File: src/rtl/befehl_holen_if.sv
// Fetch-unit bus: the RAM read port plus the instruction hand-off to the decoder.
// master = fetch unit (befehl_holen), slave = RAM/decoder side.
interface befehl_holen_if #(
  parameter int WORDSIZE = 32,
  parameter int AW       = 5
);
  logic                LesenAn;
  logic [AW-1:0]       Adresse;
  logic [WORDSIZE-1:0] DatenRaus;
  logic                DatenBereit;
  logic [WORDSIZE-1:0] Befehl;
  logic [AW-1:0]       BefehlAdresse;
  logic                BefehlGueltig;
  logic                BefehlAngenommen;
  logic                Sprung;
  logic [AW-1:0]       SprungZiel;

  modport master (
    output LesenAn, Adresse, Befehl, BefehlAdresse, BefehlGueltig,
    input  DatenRaus, DatenBereit, BefehlAngenommen, Sprung, SprungZiel
  );

  modport slave (
    input  LesenAn, Adresse, Befehl, BefehlAdresse, BefehlGueltig,
    output DatenRaus, DatenBereit, BefehlAngenommen, Sprung, SprungZiel
  );
endinterface

File: src/rtl/befehl_holen.sv
// Instruction fetch unit: one outstanding RAM read, small instruction buffer, jump flush.
// Define BEFEHL_VORHOLEN_EN for a 2-entry prefetch buffer (default: 1 entry).
module befehl_holen #(
  parameter int WORDSIZE      = 32,
  parameter int WORDS         = 32,
  parameter int START_ADRESSE = 0
) (
  input logic            Clock,
  input logic            Reset_n,
  befehl_holen_if.master bus
);
  localparam int AW = $clog2(WORDS);
`ifdef BEFEHL_VORHOLEN_EN
  localparam int DEPTH = 2;
`else
  localparam int DEPTH = 1;
`endif
  localparam logic [AW-1:0] START = AW'(START_ADRESSE);
  localparam logic [AW-1:0] LAST  = AW'(WORDS - 1);
  localparam logic [1:0]    FULL  = 2'(DEPTH);

  typedef enum logic [1:0] {LEERLAUF, ANFRAGE, WARTEN, VOLL} state_e;

  state_e              state_q, state_d;
  logic [AW-1:0]       pc_q, pc_d, adr_q, adr_d;
  logic                lesen_q, lesen_d;
  logic                pend_q, pend_d, disc_q, disc_d;
  logic [1:0]          cnt_q, cnt_d;
  logic [WORDSIZE-1:0] hd_dat_q, hd_dat_d;
  logic [AW-1:0]       hd_adr_q, hd_adr_d;
`ifdef BEFEHL_VORHOLEN_EN
  logic [WORDSIZE-1:0] nx_dat_q, nx_dat_d;
  logic [AW-1:0]       nx_adr_q, nx_adr_d;
`endif
  logic                xfer, cap;
  logic [1:0]          slot;

  always_comb begin
    xfer    = (cnt_q != 2'd0) && bus.BefehlAngenommen;
    // pend_q marks a read whose response is still due; disc_q marks it as stale
    cap     = bus.DatenBereit && pend_q && !disc_q;
    slot    = cnt_q - {1'b0, xfer};
    pend_d  = lesen_q || (pend_q && !bus.DatenBereit);
    disc_d  = disc_q && pend_d;
    state_d = state_q;
    pc_d    = pc_q;
    cnt_d   = slot + {1'b0, cap};
    hd_dat_d = hd_dat_q;
    hd_adr_d = hd_adr_q;
`ifdef BEFEHL_VORHOLEN_EN
    nx_dat_d = nx_dat_q;
    nx_adr_d = nx_adr_q;
    if (xfer) begin
      hd_dat_d = nx_dat_q;
      hd_adr_d = nx_adr_q;
    end
    if (cap && slot == 2'd1) begin
      nx_dat_d = bus.DatenRaus;
      nx_adr_d = adr_q;
    end
`endif
    if (cap && slot == 2'd0) begin
      hd_dat_d = bus.DatenRaus;
      hd_adr_d = adr_q;
    end

    unique case (state_q)
      LEERLAUF: state_d = ANFRAGE;
      ANFRAGE: begin
        // without lesen_q we are still waiting for a discarded response
        if (lesen_q) begin
          state_d = WARTEN;
          pc_d    = (pc_q == LAST) ? '0 : pc_q + 1'b1;
        end
      end
      WARTEN:  if (cap) state_d = (cnt_d == FULL) ? VOLL : ANFRAGE;
      VOLL:    if (xfer) state_d = ANFRAGE;
      default: state_d = LEERLAUF;
    endcase

    if (bus.Sprung) begin
      state_d = ANFRAGE;
      pc_d    = bus.SprungZiel;
      cnt_d   = '0;
      disc_d  = pend_d;
    end

    lesen_d = (state_d == ANFRAGE) && !pend_d;
    adr_d   = lesen_d ? pc_d : adr_q;
  end

  always_ff @(posedge Clock or negedge Reset_n) begin
    if (!Reset_n) begin
      state_q  <= LEERLAUF;
      pc_q     <= START;
      adr_q    <= START;
      lesen_q  <= 1'b0;
      pend_q   <= 1'b0;
      disc_q   <= 1'b0;
      cnt_q    <= '0;
      hd_dat_q <= '0;
      hd_adr_q <= '0;
`ifdef BEFEHL_VORHOLEN_EN
      nx_dat_q <= '0;
      nx_adr_q <= '0;
`endif
    end else begin
      state_q  <= state_d;
      pc_q     <= pc_d;
      adr_q    <= adr_d;
      lesen_q  <= lesen_d;
      pend_q   <= pend_d;
      disc_q   <= disc_d;
      cnt_q    <= cnt_d;
      hd_dat_q <= hd_dat_d;
      hd_adr_q <= hd_adr_d;
`ifdef BEFEHL_VORHOLEN_EN
      nx_dat_q <= nx_dat_d;
      nx_adr_q <= nx_adr_d;
`endif
    end
  end

  assign bus.LesenAn       = lesen_q;
  assign bus.Adresse       = adr_q;
  assign bus.Befehl        = hd_dat_q;
  assign bus.BefehlAdresse = hd_adr_q;
  assign bus.BefehlGueltig = (cnt_q != 2'd0);
endmodule

File: src/flat_wrapper.sv
// flat-port wrapper written by rule: the top's interface ports become plain ports
module befehl_holen_flat 
#(
  parameter int WORDSIZE      = 32,
  parameter int WORDS         = 32,
  parameter int START_ADRESSE = 0
)
  (Clock, Reset_n, bus_LesenAn, bus_Adresse, bus_Befehl, bus_BefehlAdresse, bus_BefehlGueltig, bus_DatenRaus, bus_DatenBereit, bus_BefehlAngenommen, bus_Sprung, bus_SprungZiel);
  befehl_holen_if #(.WORDSIZE(WORDSIZE)) bus_i ();
  input logic Clock;
  input logic Reset_n;
  output wire logic [$bits(bus_i.LesenAn)-1:0] bus_LesenAn;
  output wire logic [$bits(bus_i.Adresse)-1:0] bus_Adresse;
  output wire logic [$bits(bus_i.Befehl)-1:0] bus_Befehl;
  output wire logic [$bits(bus_i.BefehlAdresse)-1:0] bus_BefehlAdresse;
  output wire logic [$bits(bus_i.BefehlGueltig)-1:0] bus_BefehlGueltig;
  input wire logic [$bits(bus_i.DatenRaus)-1:0] bus_DatenRaus;
  input wire logic [$bits(bus_i.DatenBereit)-1:0] bus_DatenBereit;
  input wire logic [$bits(bus_i.BefehlAngenommen)-1:0] bus_BefehlAngenommen;
  input wire logic [$bits(bus_i.Sprung)-1:0] bus_Sprung;
  input wire logic [$bits(bus_i.SprungZiel)-1:0] bus_SprungZiel;
  assign bus_LesenAn = bus_i.LesenAn;
  assign bus_Adresse = bus_i.Adresse;
  assign bus_Befehl = bus_i.Befehl;
  assign bus_BefehlAdresse = bus_i.BefehlAdresse;
  assign bus_BefehlGueltig = bus_i.BefehlGueltig;
  assign bus_i.DatenRaus = bus_DatenRaus;
  assign bus_i.DatenBereit = bus_DatenBereit;
  assign bus_i.BefehlAngenommen = bus_BefehlAngenommen;
  assign bus_i.Sprung = bus_Sprung;
  assign bus_i.SprungZiel = bus_SprungZiel;
  befehl_holen #(.WORDSIZE(WORDSIZE), .WORDS(WORDS), .START_ADRESSE(START_ADRESSE)) u_core (.Clock(Clock), .Reset_n(Reset_n), .bus(bus_i));
endmodule
File: config.mk
export PLATFORM = sky130hd
export DESIGN_NAME = befehl_holen_flat
export DESIGN_NICKNAME = d
export VERILOG_FILES = /design/src/rtl/befehl_holen_if.sv /design/src/rtl/befehl_holen.sv /design/src/flat_wrapper.sv
export SDC_FILE = /design/constraint.sdc
export NUM_CORES = 1
export LEC_CHECK = 0
export BUFFER_PORTS_ARGS = -buffer_cell sky130_fd_sc_hd__buf_2
export CORE_MARGIN = 2
export CORE_UTILIZATION = 52
export DETAILED_ROUTE_END_ITERATION = 12
export PLACE_DENSITY = 0.84
export SYNTH_ARGS = -nofsm -noshare
export SYNTH_HDL_FRONTEND = slang
export SYNTH_SLANG_ARGS = --single-unit
export TNS_END_PERCENT = 30
File: constraint.sdc
create_clock -name Clock -period 6.34 [get_ports Clock]
set_input_delay 1.585 -clock Clock [delete_from_list [all_inputs] [get_ports Clock]]
set_output_delay 1.585 -clock Clock [all_outputs]
set_load 0.01 [all_outputs]
==> results by group, run 1 <==
Status
  • Status: finished, final reports clean

Floorplan
  • Initial Utilization: 0.549
  • Die Y: 69.7 µm
  • Die area: 4860 µm²
  • IO Pins: 86
  • Core area: 4090 µm²
  • Die width: approximately 70 µm
  • Rows: 23

Worst setup path
  • Setup crit end kind: flop
  • Crit-path max FO: 37
  • Worst R2R End: u_core.bus.BefehlAdresse[1]$_DFFE_PN0P_
  • Crit path required time: 6520 ps
  • R2r startpoint: u_core.cnt_q[1]$_DFF_PN0_
  • CP Launch Point: bus_BefehlAngenommen
  • Setup slack on the worst flop-to-flop path: 3730 ps
  • Crit path capture: u_core.bus.BefehlAdresse[1]$_DFFE_PN0P_
  • Worst Path Class, Setup: in -> reg
  • R2R depth: 6
  • Startpoint Class: input pin
  • Crit path arrival time: 3580 ps

Global routing
  • First-pass GRT wire length: 7.19 mm
  • Vias in the first global route: 1,584
  • GRT Resource Usage Total: 0.188
  • Pin count of the biggest net entering global routing: 55
  • Initial antenna violation count: 0
  • Remaining Overflow, GRT: 0

Clocking
  • Post-CTS Resized: 0
  • TritonCTS Buffers: 5
  • Cts hold-fix bufs: 0
  • Worst-path clk slew: 90 ps
  • Clock Latency Late Sink: 300 ps
  • Longest Clk Path Bufs: 2
  • CTS Sinks: 54
  • Post-CTS setup buffers: 0
  • CTS tree: built
  • CTS Root Cell: clkbuf_8
  • H-tree Lvls: 2

Yosys
  • Yosys reg bits: 54
  • Top_reg_cell synth: dfrtp_1
  • Cell count after synthesis: roughly 160
  • Async SR Flop Fraction: 1.00
  • Most area-consuming cells after synthesis: dfrtp_1 (60%), mux2_2 (19%), mux2_1 (2.5%), ha_1 (2.2%), o21ai_0 (1.6%)
  • Cell area after synthesis: 2240 µm²
  • Sequential-to-total area share from yosys stat: 0.602
  • Synthesized area per cell: 14.3 µm²
  • Warnings, synthesis: 0
  • EDFF count, synth: 0
  • Post-synth top area share: 0.602
  • Area leader, netlist: dfrtp_1
  • Synth unique cells: 30
  • Syn nets: 203

Routing
  • Drt pass-1 iters: 4
  • Vias post-DR: 1,526
  • Post-route ant nets: 0
  • # DRC: 0
  • Post-DR wirelength/cell: 14.1 µm
  • Post-DR vias/cell: 5.16
  • Final WL: 4.18 mm
  • DRT iter0 DRCs: 66

Final layout
  • Final net count: 291
  • Total inserted antenna cells: 0
  • Final non-filler cell total: ~300
  • Layout cells sized above 1: 0.553
  • Area growth syn-to-layout: 25.3%
  • Most common cell after layout, fill and taps aside: buf_2
  • Most frequent cells in the layout: buf_2 (85), dfrtp_1 (54), mux2_2 (37), inv_1 (7), o21ai_0 (7)

Timing
  • Final hold vios: 0
  • RSZ-0062 raised after global routing: false
  • Max Slew Vio Count: 0
  • Period minus WS final: between 3000 and 4000 ps
  • Final period util: 0.536
  • Setup TNS: 0 ps
  • Measured slew at the worst slew-check pin: around 900 ps
  • Highest Clock Rate: slightly below 300 MHz
  • Worst Clk Skew: 7.03 ps
  • Endpoints failing setup: 0
  • Relative slew slack: 0.402

Power
  • P per Cell Area: 489 nW/µm²
  • Pleak: 1.41 nW
  • Peak supply drop: 307 µV

Placement
  • Inst Count DP: 288
  • I/O Buffers: 85
  • Placer congestion estimate: about 0.74
  • DP HPWL: 3.11 mm

Hold path
  • Hold WC Path Type: reg -> reg
  • Min-Delay Startpoint: u_core.disc_q$_DFF_PN0_

Run
  • Max cap viols: 0
==> cells in the mapped netlist, types with 2 or more instances <==
library cell,instances
inv_1,7
ha_1,4
nor2b_1,2
a221oi_2,2
mux2_1,5
nand3b_1,3
buf_2,4
mux2_2,37
nor2_1,5
nand2_1,4
dfrtp_1,54
o21ai_0,7
a21o_1,2
mux2i_1,3
a31oi_1,3
==> registers in the layout (all words and copies together), names as in the netlist <==
signal and flops:
u_core.bus.Befehl 32, u_core.bus.BefehlAdresse 5, u_core.disc_q 1, u_core.cnt_q 2, u_core.pend_q 1, u_core.bus.Adresse 5, u_core.bus.LesenAn 1, u_core.pc_q 5
u_core.state_q 2
==> power breakdown <==
| group | switching [mW] | leakage, nW | total (mW) | internal (mW) |
|---|---|---|---|---|
| registers | 0.0915 | 0.641 | 0.599 | 0.508 |
| logic | 0.271 | 0.721 | 0.583 | 0.311 |
| clock network | 0.106 | 0.0472 | 0.194 | 0.0879 |
| total | 0.469 | 1.41 | 1.38 | 0.907 |
==> metrics by stage <==
step / setup WS (ps) / cell area, µm² / total power, mW / hold WS (ps) / util
6_report: 2940 / 2810 / 1.38 / 498 / 0.688
5_1_grt: 2790 / 2810 / 1.48 / 512 / 0.688
4_1_cts: 2930 / 2810 / 1.40 / 501 / 0.688
3_5_place_dp: 2630 / 2720 / 1.20 / 481 / 0.665
3_3_place_gp: 2640 / 2720 / 1.18 / 468 / 0.665
2_1_floorplan: 2960 / 2240 / 0.974 / 455 / -
==> logic make-up (layout without fill, tap and decap cells) <==
| kind of cell | after synthesis | in the layout | synth area share |
|---|---|---|---|
| muxes | 45 | 45 | 0.224 |
| buffers and inverters | 12 | 101 | 0.0223 |
| xor gates and xnor gates | 2 | 2 | 0.0139 |
| adders and majority gates | 4 | 4 | 0.0223 |
| DFF | 54 | 54 | 0.602 |
| and+or+nand+nor | 23 | 23 | 0.0619 |
| AOI/OAI and AO/OA | 17 | 17 | 0.0535 |
==> routing by layer <==
layer,track usage,vias up,routed length (µm)
li1,-,730,-
met1,0.220,748,1670
met2,0.322,40,2240
met3,0.0625,8,206
met4,0.0705,0,63
met5,0,-,0
==> critical path, cell delays in order <==
cell and delay, ps:
buf_2 90, o21ai_0 110, inv_1 80, ha_1 220
xnor2_1 200, nand3_2 710, mux2_2 570
==> layout make-up <==
| class | count | area, µm² |
|---|---|---|
| multi-input combinational | 91 | 843 |
| inverter | 7 | 26.3 |
| sequential | 54 | 1350 |
| fill | 325 | 1270 |
| clock buffer | 6 | 82.6 |
| timing repair buffer | 86 | 433 |
| clock inverter | 2 | 12.5 |
| tap | 50 | 62.6 |
==> worst min-delay path by stage <==
stage / end / slack [ps] / cells past startpoint
floorplan: u_core.disc_q$_DFF_PN0_ / 460 / 1
global placement: u_core.disc_q$_DFF_PN0_ / 470 / 1
detailed placement: u_core.disc_q$_DFF_PN0_ / 480 / 1
CTS: u_core.disc_q$_DFF_PN0_ / 500 / 1
global route: u_core.disc_q$_DFF_PN0_ / 510 / 1
finish: u_core.disc_q$_DFF_PN0_ / 500 / 1
Note: power is estimated with default switching activity, not from simulation.
==> inputs of run 2 (changes only) <==
- CORE_UTILIZATION: 52 -> 43
- PLACE_DENSITY: 0.84 -> 0.74
- clock period: 6.34 -> 2.8 ns (I/O delays scaled with it)
==> run 2 against run 1 <==
Net effect:
- final area is 2.0% higher
- combinational power rose by 130%
- via count decreased by 0.20%
- sequential power grew 130%
- register-to-register slack lost 3400 ps
- worst hold slack worse by 6.9 ps
- sequential share of layout area shrank 0.94 points
- global-route usage decreased by 3.6 points
- clock skew about the same
- non-clock buffer count grew 1
==> results by group, run 2 (synthesis results as in run 1) <==
Global routing
  • Remaining Overflow, GRT: 0 (unchanged)
  • Vias in the first global route: 1,603 (+1.2%)
  • Initial antenna violation count: 0 (unchanged)
  • Pin count of the biggest net entering global routing: 55 (unchanged)
  • First-pass GRT wire length: 7.14 mm (-0.67%)
  • GRT Resource Usage Total: 0.152 (-0.0357)

Final layout
  • Total inserted antenna cells: 0 (unchanged)
  • Layout cells sized above 1: 0.547 (-0.00629)
  • Max FFs per register: 32 (unchanged)
  • Area growth syn-to-layout: 27.8%
  • Most common cell after layout, fill and taps aside: buf_2
  • Layout Utilization: 0.565 (-0.123)
  • Final net count: 292 (+0.34%)
  • Most frequent cells in the layout: buf_2 (85), dfrtp_1 (54), mux2_2 (37), inv_1 (7), o21ai_0 (7)

Timing
  • Max Slew Vio Count: 0 (unchanged)
  • Relative slew slack: 0.559 (+0.158)
  • Worst Clk Skew: 7.21 ps (+0.188 ps)
  • Measured slew at the worst slew-check pin: 661 ps (-236 ps)
  • Endpoints failing setup: 0 (unchanged)
  • RSZ-0062 raised after global routing: false
  • Final hold vios: 0 (unchanged)
  • Highest Clock Rate: 397 MHz
  • Period minus WS final: 2520 ps
  • Setup TNS: 0 ps (unchanged)
  • Final period util: 0.900

Placement
  • I/O Buffers: 85 (unchanged)
  • DP HPWL: 3.08 mm (-0.75%)
  • Placer congestion estimate: 0.809 (+9.9%)

Power
  • Sequential power share: 0.425 (-0.010)
  • Sw Share: 0.330 (-0.0111)
  • Pleak: 1.43 nW (+1.1%)
  • NetSw: 1.05 mW (+120%)
  • P per Cell Area: 1110 nW/µm² (+130%)
  • Clock group share of total power: 0.158 (+0.017)
  • Peak supply drop: 570 µV (+86%)
  • Comb pwr share: 0.417 (-0.007)
  • Internal: 2.13 mW (+140%)

Clocking
  • Worst-path clk slew: 90 ps (about the same)
  • CTS Root Cell: clkbuf_8
  • CTS Sinks: 54 (unchanged)
  • CTS tree: built
  • H-tree Lvls: 2 (unchanged)
  • Longest Clk Path Bufs: 2 (unchanged)
  • Post-CTS Resized: 0 (unchanged)
  • TritonCTS Buffers: 5 (unchanged)
  • Clock Latency Late Sink: 300 ps (about the same)
  • Cts hold-fix bufs: 0 (unchanged)
  • Post-CTS setup buffers: 0 (unchanged)

Worst setup path
  • Startpoint Class: flop
  • Worst Path Class, Setup: reg -> reg
  • Crit path arrival time: 2700 ps (-880 ps)
  • Crit path required time: 2980 ps (-3540 ps)
  • Crit-path max FO: 6 (-84%)
  • Setup crit end kind: flop

Routing
  • # DRC: 0 (unchanged)
  • Final WL: 4.22 mm (+0.96%)
  • Post-DR vias/cell: 4.80 (-6.8%)
  • DRT iter0 DRCs: 42 (-36%)
  • Post-route ant nets: 0 (unchanged)
  • Post-DR wirelength/cell: 13.3 µm (-5.7%)
  • Drt pass-1 iters: 4 (unchanged)
  • Vias post-DR: 1,523 (-0.20%)

Floorplan
  • Core area: 5070 µm² (+24%)
  • Die width: 76.3 µm (+9.4%)
  • Die Y: 76.3 µm (+9.4%)
  • Initial Utilization: 0.442 (-0.107)
  • Rows: 26 (+13%)
  • IO Pins: 86 (unchanged)
  • Die area: 5810 µm² (+20%)

Hold path
  • Hold WC Path Type: reg -> reg

Run
  • Max cap viols: 0 (unchanged)

Status
  • Status: finished, final reports clean
## run 2: critical path, stage by stage, from the launching register on
cell      delay [ps]
dfrtp_1          430
o21ai_0          290
inv_1             80
ha_1             310
inv_1             50
ha_1             290
nor4bb_1         340
a221oi_2         110
o21ai_2          160
mux2_1           360
## run 2: area by class of cell
class / instances / area (µm²)
Clock buffer: 7 / 76.3
Clock inverter: 1 / 30.0
Fill cell: 486 / 2210
Inverter: 7 / 26.3
Multi-Input combinational cell: 91 / 843
Sequential cell: 54 / 1350
Tap cell: 70 / 87.6
Timing Repair Buffer: 87 / 453
## run 2: power groups by stage
stage | clock [mW] | combinational (mW) | sequential [mW]
after floorplan | 0 | 0.699 | 1.51
final | 0.503 | 1.33 | 1.35
after global placement | 0 | 1.32 | 1.35
after detailed placement | 0 | 1.35 | 1.37
after CTS | 0.521 | 1.35 | 1.35
after global routing | 0.555 | 1.46 | 1.41
## run 2: per-stage QoR
stage	setup WS (ps)	power (mW)	std cells	hold slack (ps)	instance area [µm²]
after global placement	110	2.67	309	474	2760
after CTS	254	3.23	317	496	2870
after floorplan	303	2.21	157	404	2240
after global routing	49.3	3.42	317	514	2870
final	280	3.18	317	491	2870
after detailed placement	50.0	2.72	309	475	2760
## run 2: per-layer routing
metal | routed length [µm] | part of all wire | GRT usage
met1 | 1880 | 0.44 | 0.188
met2 | 1960 | 0.46 | 0.252
met3 | 349 | 0.083 | 0.0581
met4 | 34 | 0.0081 | 0.0382
met5 | 0 | 0 | 0
## run 2: path summary, 6_finish.rpt
kind                                                start                                 to  slack [ps]  depth (start not counted)
min in group asynchronous                         Reset_n  u_core.bus.Befehl[16]$_DFFE_PN0P_         510                          2
max in group asynchronous                         Reset_n  u_core.bus.Adresse[4]$_DFFE_PN0P_        1840                          2
worst max-delay path            u_core.cnt_q[1]$_DFF_PN0_  u_core.bus.Adresse[1]$_DFFE_PN0P_         280                          9
worst min-delay path              u_core.disc_q$_DFF_PN0_            u_core.disc_q$_DFF_PN0_         490                          1
worst max register to register  u_core.cnt_q[1]$_DFF_PN0_  u_core.bus.Adresse[1]$_DFFE_PN0P_         280                          9
worst min register to register    u_core.disc_q$_DFF_PN0_            u_core.disc_q$_DFF_PN0_         490                          1
==> inputs of run 3 (changes only) <==
- CORE_UTILIZATION: 43 -> 25
- PLACE_DENSITY: 0.74 -> not set
==> run 3 against run 2 <==
Net effect:
- utilization is 23 points lower
- final area up 1.8%
- global-route usage decreased by 5.9 points
- count of clock-buffer cells in the layout fell by 2
- die area is 68% higher
- final cell count is 13% higher
- largest cell class unchanged
==> results by group, run 3 (synthesis results as in run 1) <==
Floorplan
  • Initial Utilization: 0.257 (-0.185)
  • IO Pins: 86 (unchanged)
  • Core area: 8720 µm² (+72%)
  • Die Y: 98.8 µm (+30%)
  • Rows: 34 (+31%)
  • Die width: 98.8 µm (+30%)
  • Die area: 9750 µm² (+68%)

Timing
  • Measured slew at the worst slew-check pin: 683 ps (+22.0 ps)
  • RSZ-0062 raised after global routing: false
  • Final hold vios: 0 (unchanged)
  • Relative slew slack: 0.545 (-0.0147)
  • Final period util: 0.887 (-0.0132)
  • Max Slew Vio Count: 0 (unchanged)
  • Period minus WS final: 2480 ps (-37.1 ps)
  • Highest Clock Rate: 403 MHz (+1.5%)
  • Worst Clk Skew: 8.17 ps (+0.951 ps)
  • Endpoints failing setup: 0 (unchanged)
  • Setup TNS: 0 ps (unchanged)

Placement
  • Dpl cell area: 2810 µm² (+1.8%)
  • DP HPWL: 3.37 mm (+9.2%)
  • Placer congestion estimate: 0.801 (-1.1%)
  • I/O Buffers: 85 (unchanged)

Worst setup path
  • CP Depth: 9 (unchanged)
  • CP cell instances: o21ai_0, inv_1, ha_1, inv_1, ha_1, nor4bb_1, a221oi_2, o21ai_2, mux2_1
  • R2R depth: 9 (unchanged)
  • Crit path buffers/inverters: 2 (unchanged)
  • Crit path required time: 2990 ps (about the same)
  • Crit path largest cell delay: 430 ps (about the same)
  • Crit path arrival time: 2670 ps (-30 ps)
  • Worst Path Class, Setup: reg -> reg
  • Startpoint Class: flop
  • Crit-path max FO: 6 (unchanged)
  • Cell family with most CP delay: adder cells
  • CP Launch Point: u_core.cnt_q[1]$_DFF_PN0_
  • R2r startpoint: u_core.cnt_q[1]$_DFF_PN0_
  • Slowest cell on crit path: dfrtp_1
  • Setup crit end kind: flop

Final layout
  • Most frequent cells in the layout: buf_2 (85), dfrtp_1 (54), mux2_2 (37), inv_1 (7), o21ai_0 (7)
  • Layout Utilization: 0.335 (-0.230)
  • Final net count: 294 (+0.68%)
  • Area growth syn-to-layout: 30.1%
  • Filler Cells Inserted: 902 (+86%)
  • Layout cells sized above 1: 0.558 (+0.0117)
  • Final instance area: 2920 µm² (+1.8%)
  • Total inserted antenna cells: 0 (unchanged)
  • Max FFs per register: 32 (unchanged)
  • Most common cell after layout, fill and taps aside: buf_2

Global routing
  • Pin count of the biggest net entering global routing: 55 (unchanged)
  • Initial antenna violation count: 0 (unchanged)
  • GRT Resource Usage Total: 0.0932 (-0.0589)
  • Vias in the first global route: 1,628 (+1.6%)
  • Remaining Overflow, GRT: 0 (unchanged)
  • First-pass GRT wire length: 7.38 mm (+3.3%)

Power
  • NetSw: 1.06 mW (+0.89%)
  • Sw Share: 0.332 (+0.00268)
  • Comb pwr share: 0.415 (-0.002)
  • Sequential power share: 0.425 (about the same)
  • Internal: 2.12 mW (-0.32%)
  • Clock group share of total power: 0.161 (+0.003)
  • Pleak: 1.43 nW (+0.56%)
  • Peak supply drop: 384 µV (-33%)
  • P per Cell Area: 1090 nW/µm² (-1.7%)

Clocking
  • Cts hold-fix bufs: 0 (unchanged)
  • Clock Latency Late Sink: 300 ps (about the same)
  • Post-CTS Resized: 0 (unchanged)
  • TritonCTS Buffers: 5 (unchanged)
  • Worst-path clk slew: 100 ps (about the same)
  • CTS Root Cell: clkbuf_8
  • Longest Clk Path Bufs: 2 (unchanged)
  • CTS tree: built
  • Post-CTS setup buffers: 0 (unchanged)
  • H-tree Lvls: 2 (unchanged)
  • CTS Sinks: 54 (unchanged)

Status
  • Status: finished, final reports clean

Hold path
  • Hold depth: 1 (unchanged)
  • Min-Delay Startpoint: u_core.disc_q$_DFF_PN0_
  • Hold WC Path Type: reg -> reg

Routing
  • DRT iter0 DRCs: 35 (-17%)
  • Post-DR vias/cell: 4.35 (-9.5%)
  • Vias post-DR: 1,552 (+1.9%)
  • Drt pass-1 iters: 4 (unchanged)
  • Final WL: 4.43 mm (+5.2%)
  • Post-route ant nets: 0 (unchanged)
  • Post-DR wirelength/cell: 12.4 µm (-6.6%)
  • # DRC: 0 (unchanged)

Run
  • Max cap viols: 0 (unchanged)
[run 3: final timing paths]
path | to | slack [ps]
min reg2reg | u_core.disc_q$_DFF_PN0_ | 500
min in group asynchronous | u_core.bus.Befehl[28]$_DFFE_PN0P_ | 510
min | u_core.disc_q$_DFF_PN0_ | 500
max in group asynchronous | u_core.bus.Befehl[0]$_DFFE_PN0P_ | 1820
max reg2reg | u_core.bus.Adresse[4]$_DFFE_PN0P_ | 320
max | u_core.bus.Adresse[4]$_DFFE_PN0P_ | 320
[run 3: metal layers]
metal / GRT usage / up-vias / share of wire
met5: 0 / - / 0
met4: 0.0253 / 0 / 0.013
met3: 0.0298 / 6 / 0.063
met2: 0.160 / 44 / 0.49
met1: 0.113 / 766 / 0.44
li1: - / 736 / -
[run 3: power groups by stage]
stage	Clock (mW)	Combinational (mW)	Sequential, mW
6_report	0.511	1.32	1.35
5_1_grt	0.569	1.45	1.41
4_1_cts	0.539	1.36	1.36
3_5_place_dp	0	1.35	1.38
3_3_place_gp	0	1.32	1.36
2_1_floorplan	0	0.699	1.51
[run 3: cell type report]
cell class,count,area [µm²],area share
sequential,54,1350,0.463
multi-input combinational,91,843,0.289
timing repair buffer,89,455,0.156
tap,108,135,0.0463
clock buffer,5,68.8,0.0236
clock inverter,3,40.0,0.0137
inverter,7,26.3,0.00900
[run 3: through the flow]
stage	cells	worst slack (ps)	power, mW	hold WS [ps]
2_1_floorplan	157	303	2.21	404
3_3_place_gp	349	131	2.69	479
3_5_place_dp	349	76.4	2.73	479
4_1_cts	357	284	3.26	503
5_1_grt	357	132	3.43	529
6_report	357	317	3.18	498
